==> src/rtl/pipe_pkg.sv <==
// pipe_pkg: shared defaults and FSM encoding for the pipe issue controller.
package pipe_pkg;
   localparam int N_DEF   = 10;
   localparam int LAT_DEF = 3;
   typedef enum logic [1:0] {
      ST_IDLE  = 2'd0,
      ST_RUN   = 2'd1,
      ST_DRAIN = 2'd2
   } state_t;
endpackage

==> src/rtl/pipe_res_fifo.sv <==
// pipe_res_fifo: DEPTH x N show-ahead result FIFO with occupancy count; push never hits a full FIFO.
module pipe_res_fifo #(
   parameter int N     = 10,
   parameter int DEPTH = 4
) (
   input  logic                     clk,
   input  logic                     rst_n,
   input  logic                     push,
   input  logic [N-1:0]             din,
   input  logic                     pop,
   output logic [N-1:0]             dout,
   output logic [$clog2(DEPTH):0]   count
);
   localparam int AW = $clog2(DEPTH);
   logic [N-1:0]  mem_q [DEPTH];
   logic [AW-1:0] wr_q, rd_q;
   logic [AW:0]   cnt_q;
   always_ff @(posedge clk) begin
      if (!rst_n) begin
         wr_q  <= '0;
         rd_q  <= '0;
         cnt_q <= '0;
      end else begin
         if (push) begin
            mem_q[wr_q] <= din;
            wr_q        <= wr_q + 1'b1;
         end
         if (pop) rd_q <= rd_q + 1'b1;
         cnt_q <= cnt_q + (AW+1)'(push) - (AW+1)'(pop);
      end
   end
   assign dout  = mem_q[rd_q];
   assign count = cnt_q;
endmodule

==> src/rtl/pipe_issue_ctrl.sv <==
// pipe_issue_ctrl: credit-based issue controller for a LAT-stage pipe with result FIFO and drain.
// Optional PIPE_ISSUE_STATS_EN adds saturating issue/stall counters.
module pipe_issue_ctrl
   import pipe_pkg::*;
#(
   parameter int N     = N_DEF,
   parameter int LAT   = LAT_DEF,
   parameter int DEPTH = 4
) (
   input  logic         clk,
   input  logic         rst_n,
   input  logic         in_valid,
   output logic         in_ready,
   input  logic [N-1:0] in_a,
   input  logic [N-1:0] in_b,
   input  logic [N-1:0] in_c,
   input  logic [N-1:0] in_d,
   output logic [N-1:0] op_a,
   output logic [N-1:0] op_b,
   output logic [N-1:0] op_c,
   output logic [N-1:0] op_d,
   input  logic [N-1:0] pipe_f,
   output logic         out_valid,
   input  logic         out_ready,
   output logic [N-1:0] out_data,
   input  logic         drain_req,
   output logic         drain_done,
   output logic         busy
`ifdef PIPE_ISSUE_STATS_EN
   ,
   output logic [15:0]  issue_cnt,
   output logic [15:0]  stall_cnt
`endif
);
   localparam int AW = $clog2(DEPTH);
   localparam int CW = $clog2(DEPTH + 1);
   state_t         state_q, state_d;
   logic [N-1:0]   a_q, b_q, c_q, d_q;
   logic [LAT-1:0] vld_q, vld_d;
   logic [CW-1:0]  occ_q, occ_d;
   logic [AW:0]    fifo_cnt;
   logic           accept, pop;
   // occ counts in-flight ops too, so every accept already owns a FIFO slot
   assign in_ready  = rst_n && state_q != ST_DRAIN && occ_q < CW'(DEPTH);
   assign accept    = in_valid & in_ready;
   assign out_valid = fifo_cnt != '0;
   assign pop       = out_valid & out_ready;
   assign busy      = occ_q != '0 || state_q != ST_IDLE;
   assign op_a      = a_q;
   assign op_b      = b_q;
   assign op_c      = c_q;
   assign op_d      = d_q;
   always_comb begin
      vld_d      = (vld_q << 1) | LAT'(accept);
      occ_d      = occ_q + CW'(accept) - CW'(pop);
      state_d    = state_q;
      drain_done = 1'b0;
      if (state_q != ST_DRAIN && drain_req) state_d = ST_DRAIN;
      else if (state_q == ST_IDLE && accept) state_d = ST_RUN;
      else if (state_q == ST_RUN && occ_q == '0 && !accept) state_d = ST_IDLE;
      else if (state_q == ST_DRAIN && occ_q == '0) begin
         state_d    = ST_IDLE;
         drain_done = rst_n;
      end
   end
   always_ff @(posedge clk) begin
      if (!rst_n) begin
         state_q <= ST_IDLE;
         vld_q   <= '0;
         occ_q   <= '0;
         a_q     <= '0;
         b_q     <= '0;
         c_q     <= '0;
         d_q     <= '0;
      end else begin
         state_q <= state_d;
         vld_q   <= vld_d;
         occ_q   <= occ_d;
         if (accept) begin
            a_q <= in_a;
            b_q <= in_b;
            c_q <= in_c;
            d_q <= in_d;
         end
      end
   end
   pipe_res_fifo #(.N(N), .DEPTH(DEPTH)) u_fifo (
      .clk   (clk),
      .rst_n (rst_n),
      .push  (vld_q[LAT-1]),
      .din   (pipe_f),
      .pop   (pop),
      .dout  (out_data),
      .count (fifo_cnt)
   );
`ifdef PIPE_ISSUE_STATS_EN
   logic [15:0] iss_q, stl_q;
   always_ff @(posedge clk) begin
      if (!rst_n) begin
         iss_q <= '0;
         stl_q <= '0;
      end else begin
         if (accept && iss_q != 16'hFFFF) iss_q <= iss_q + 1'b1;
         if (in_valid && !in_ready && stl_q != 16'hFFFF) stl_q <= stl_q + 1'b1;
      end
   end
   assign issue_cnt = iss_q;
   assign stall_cnt = stl_q;
`endif
endmodule

==> config.mk <==
export PLATFORM = sky130hd
export DESIGN_NAME = pipe_issue_ctrl
export DESIGN_NICKNAME = d
export VERILOG_FILES = /design/src/rtl/pipe_pkg.sv /design/src/rtl/pipe_res_fifo.sv /design/src/rtl/pipe_issue_ctrl.sv
export SDC_FILE = /design/constraint.sdc
export NUM_CORES = 1
export LEC_CHECK = 0
export CAP_MARGIN = 40
export CORE_AREA = 2 2 98 100
export CTS_CLUSTER_DIAMETER = 80
export DETAILED_ROUTE_END_ITERATION = 6
export DIE_AREA = 0 0 100 102
export PLACE_DENSITY = 0.75
export RECOVER_POWER = 100
export SETUP_SLACK_MARGIN = 0.1
export SLEW_MARGIN = 20
export SYNTH_ARGS = -nofsm -noshare
export SYNTH_HDL_FRONTEND = slang
export SYNTH_SLANG_ARGS = --single-unit
==> constraint.sdc <==
create_clock -name clk -period 1.85 [get_ports clk]
set_input_delay 0.37 -clock clk [delete_from_list [all_inputs] [get_ports clk]]
set_output_delay 0.37 -clock clk [all_outputs]
set_load 0.02 [all_outputs]
==> run summary <==
Die boundary width: 100 um. For the count of endpoints failing setup in the final report, the log shows 15. The area inside the core boundary was 0.009109 sq mm. For the pin with the worst max-slew slack, the measured transition is 0.4259 ns. For the total global routing overflow, the log shows 0. For this run, the total global-route usage over all layers was measured as 17.18%. The run gives 8653 um as the aggregate routed wire length.

The tools report the data required time of the critical path as 2.10 ns. In this run the power density over the cells is 1150 mW/mm^2. In the final routed layout, each cell accounts on average for 15.51 um.

The clock tree skew after final layout was 0.009556 ns. Setup repair after global routing could not meet its margin everywhere. The detailed router placed 2888 vias in this run.

The clock tree synthesis step divided the H-tree into 3 levels. The run gives 60 as the pin count of the biggest net entering global routing. For the count of max-cap constraint violations, the log shows 0. Synthesis inferred 97 register bits. The combinational family with the most area after synthesis was compound AO/OA/AOI/OAI gates.

Counting every net in the synthesized netlist gives 377. Nature of the critical path endpoint: a flop. The tree built by TritonCTS fans out to 97 sinks. The top-area cell type share of the netlist area was 31.04%; the simple logic cell fraction of the synthesized area was 10.15%. The via count normalized by instance count came out at 5.176.

Synthesized area: 0.003870 sq mm. Traced cell by cell, the critical path runs through and2b_2 > nor3b_4 > nand2_1 > ha_1 > inv_1 > ha_1 > inv_1 > fa_2 > xnor2_1 > and2_1. The clock input transition at the sequential cells of the worst setup and hold paths works out to 0.09 ns. The logs give 532 for the total placed cells including tap cells and 0.7005 for the last weighted congestion value of the routability-driven placer. The tools report the setup TNS as -1.673 ns. The footprint of the multi-input gates came out at 0.001423 sq mm. Synthesis handed over a netlist of 312 instances.

For the final hold violation count, the log shows 0. The most used flip-flop cell after synthesis is dfxtp_1. The tools report the total number of placement rows as 35. The first routing iteration left 119 violations. Sequential elements use 60.52% of the synthesized area. The synthesized netlist devotes 14.00% of its cell area to compound gates.

Dominant cell by count in the synthesized netlist: dfxtp_1. The die span in y came out at 102 um. The run finished, with violations left. At the worst endpoint, the arrival time is 2.35 ns. The clock period minus final worst setup slack is 2.099 ns, and the total iterations of the first detailed-routing run is 4.

Once the floorplan was initialized, standard cells occupied 42.49% of the core. The number of I/O port buffers was 108. Relative to the synthesized area, the layout overhead comes to 46.33%. The post-synthesis share of cell area spent on full adders, half adders and majority gates was 3.621%. The count of nets left with antenna violations once routing finished came out at 0.

In the post-synthesis netlist, the biggest area contributors are edfxtp_1, dfxtp_1, a21boi_1. The detailed-route DRC error count is 0. The floorplan step defined a die boundary enclosing 0.01020 sq mm. The run gives 2921 as the via count of the first global-routing pass. Summing the areas of all xor and xnor instances in the mapped netlist gives 1.584% of the synthesized area.

Wire length of the first global-routing pass: 13890 um. Path type of the worst setup path: flop to flop. During I/O placement, the number of pins put on the boundary was 109.

After filler insertion, the fill cell instance count of the layout stands at 732. Counting flops with a built-in enable in the synthesized netlist gives 40. Summed over all cells, the static leakage comes to 2.068 nW. Total power for the finished layout comes to 6.512 mW. The tools report the HPWL after detailed placement as 5590 um. Path type of the worst min-delay path: flop to flop. The tools report the maximum number of buffers from clock root to sink as 2. Startpoint class of the critical path: a flop.

Yosys mapped the design onto 31 distinct sky130hd cell types. Cells fill 62.17% of the core in the end. The source-to-sink clock delay at the later pin of the worst-skew pair came out at 0.35 ns. The peak ir drop on the vdd network is 0.4973 mV.

The largest single stage delay on the critical path is 0.33 ns. Each instance of the synthesized netlist takes up on average 12.40 sq um. The relative max-transition margin was 71.60%; the number of buffers added by the clock tree synthesis step was 9. The final critical path takes up 113.4% of the cycle.

Cell accounting for the most synthesized area: edfxtp_1. The final layout contains 507 nets. During synthesis, Yosys emitted a total of 0 warnings.

The number of antenna diodes in the final layout is 0. The number of antenna violations at the first check in global routing was 0; the count of non-filler cells in the finished layout was 558. Of all nets on the critical path, the largest fanout is 2. Multiplexer cells account for 6.078% of the synthesized area. For this run, asynchronously set or reset flops after synthesis account for 0%. The final reports fail on setup timing.

The final worst setup slack came out at -0.2486 ns. TritonCTS built the clock tree. The fmax was 0.4765 GHz; the fraction of layout instances using a drive strength above 1 was 20.13%.

The master of the slowest instance on the critical path is dfxtp_2. CTS placed an instance of clkbuf_8 at the clock tree root. After synthesis, the most frequently instantiated cells are dfxtp_1, o21ai_1, a21boi_1, edfxtp_1, nand3_1.

The number of pins with negative max-slew slack in the final report is 0, and the hold slack is 0.4407 ns. Register area: 0.002349 sq mm.
[state kept, by name, summed over array words and instances (netlist names), named ones only]
name and count:
op_d 10, vld_q 3, u_fifo.count 3, u_fifo.mem_q 40, op_c 10, u_fifo.wr_q 2
occ_q 3, op_b 10, state_q 2, u_fifo.rd_q 2, op_a 10
[repair_timing]
| item | CTS | global route |
|---|---|---|
| pin swaps | 4 | 3 |
| resized for setup | 73 | 25 |
| setup endpoints to repair | 51 | 19 |
| gates cloned | 0 | 0 |
| buffers inserted | 8 | 3 |
| hold buffers | 0 | 0 |
[logic make-up after synthesis]
| family | count (synthesis) |
|---|---|
| flip-flops | 97 |
| AO/OA/AOI/OAI | 86 |
| AND/OR/NAND/NOR | 69 |
| buffers and inverters | 32 |
| multiplexers | 11 |
| adder cells (fa/ha/maj) | 10 |
| XOR/XNOR | 7 |
[area by class of cell]
cell class | instances | area share, %
flip-flops and latches | 97 | 41.47
repair buffers | 143 | 26.73
multi-input cells | 183 | 25.12
clock buffers | 12 | 3.137
well taps | 111 | 2.452
clock inverters | 4 | 0.5524
inverters | 8 | 0.5303
[placed cells by master (no fill, tap or decap), types with 2 or more instances in the layout]
cell,instances
buf_12,10
inv_1,8
clkdlybuf4s50_1,84
dlygate4sd3_1,10
xnor2_1,5
nor2b_1,4
dfxtp_1,52
buf_4,16
mux4_2,10
o21ai_1,41
and2_1,10
clkinv_4,2
nand3_1,40
dfxtp_2,5
buf_6,22
clkbuf_16,2
edfxtp_1,40
ha_1,7
fa_2,2
and3_1,4
clkbuf_8,9
a21boi_1,40
[metal layers]
layer	share of wire, %	track usage, %	wire, um	vias up
li1	-	-	-	1398
met1	42	20.11	3633	1387
met2	48	29.47	4168	91
met3	8.6	6.772	741	12
met4	1.3	5.058	110	0
met5	0	0	0	-
[per-stage QoR]
step | setup WS, ns | cell area, sq um
after global routing | -0.3581 | 5663
after CTS | -0.2817 | 5555
after global placement | -0.5253 | 5271
after detailed placement | -0.5768 | 5271
after floorplan | -0.3106 | 3887
final | -0.2486 | 5663
[report_power, final]
part | switching (mW) | total (mW) | internal [mW]
combinational | 1.16 | 2.57 | 1.41
clock | 0.710 | 1.37 | 0.661
sequential | 0.133 | 2.57 | 2.44
total | 2.01 | 6.51 | 4.51
[worst paths after layout]
path	from	end	slack, ns	cells past startpoint
min reg2reg	vld_q[0]	vld_q[1]	0.44	1
max	state_q[0]	occ_q[2]	-0.25	10
min	vld_q[0]	vld_q[1]	0.44	1
max reg2reg	state_q[0]	occ_q[2]	-0.25	10
[worst max-delay path: cells and delay by family, from the launching register on]
family | cells | cell delay [ns]
fa+ha+maj | 3 | 0.74
simple gates | 4 | 0.69
xor+xnor | 1 | 0.12
buf+inv | 2 | 0.11
flops | 1 | 0.33
Power figures use the tool's default switching activity.
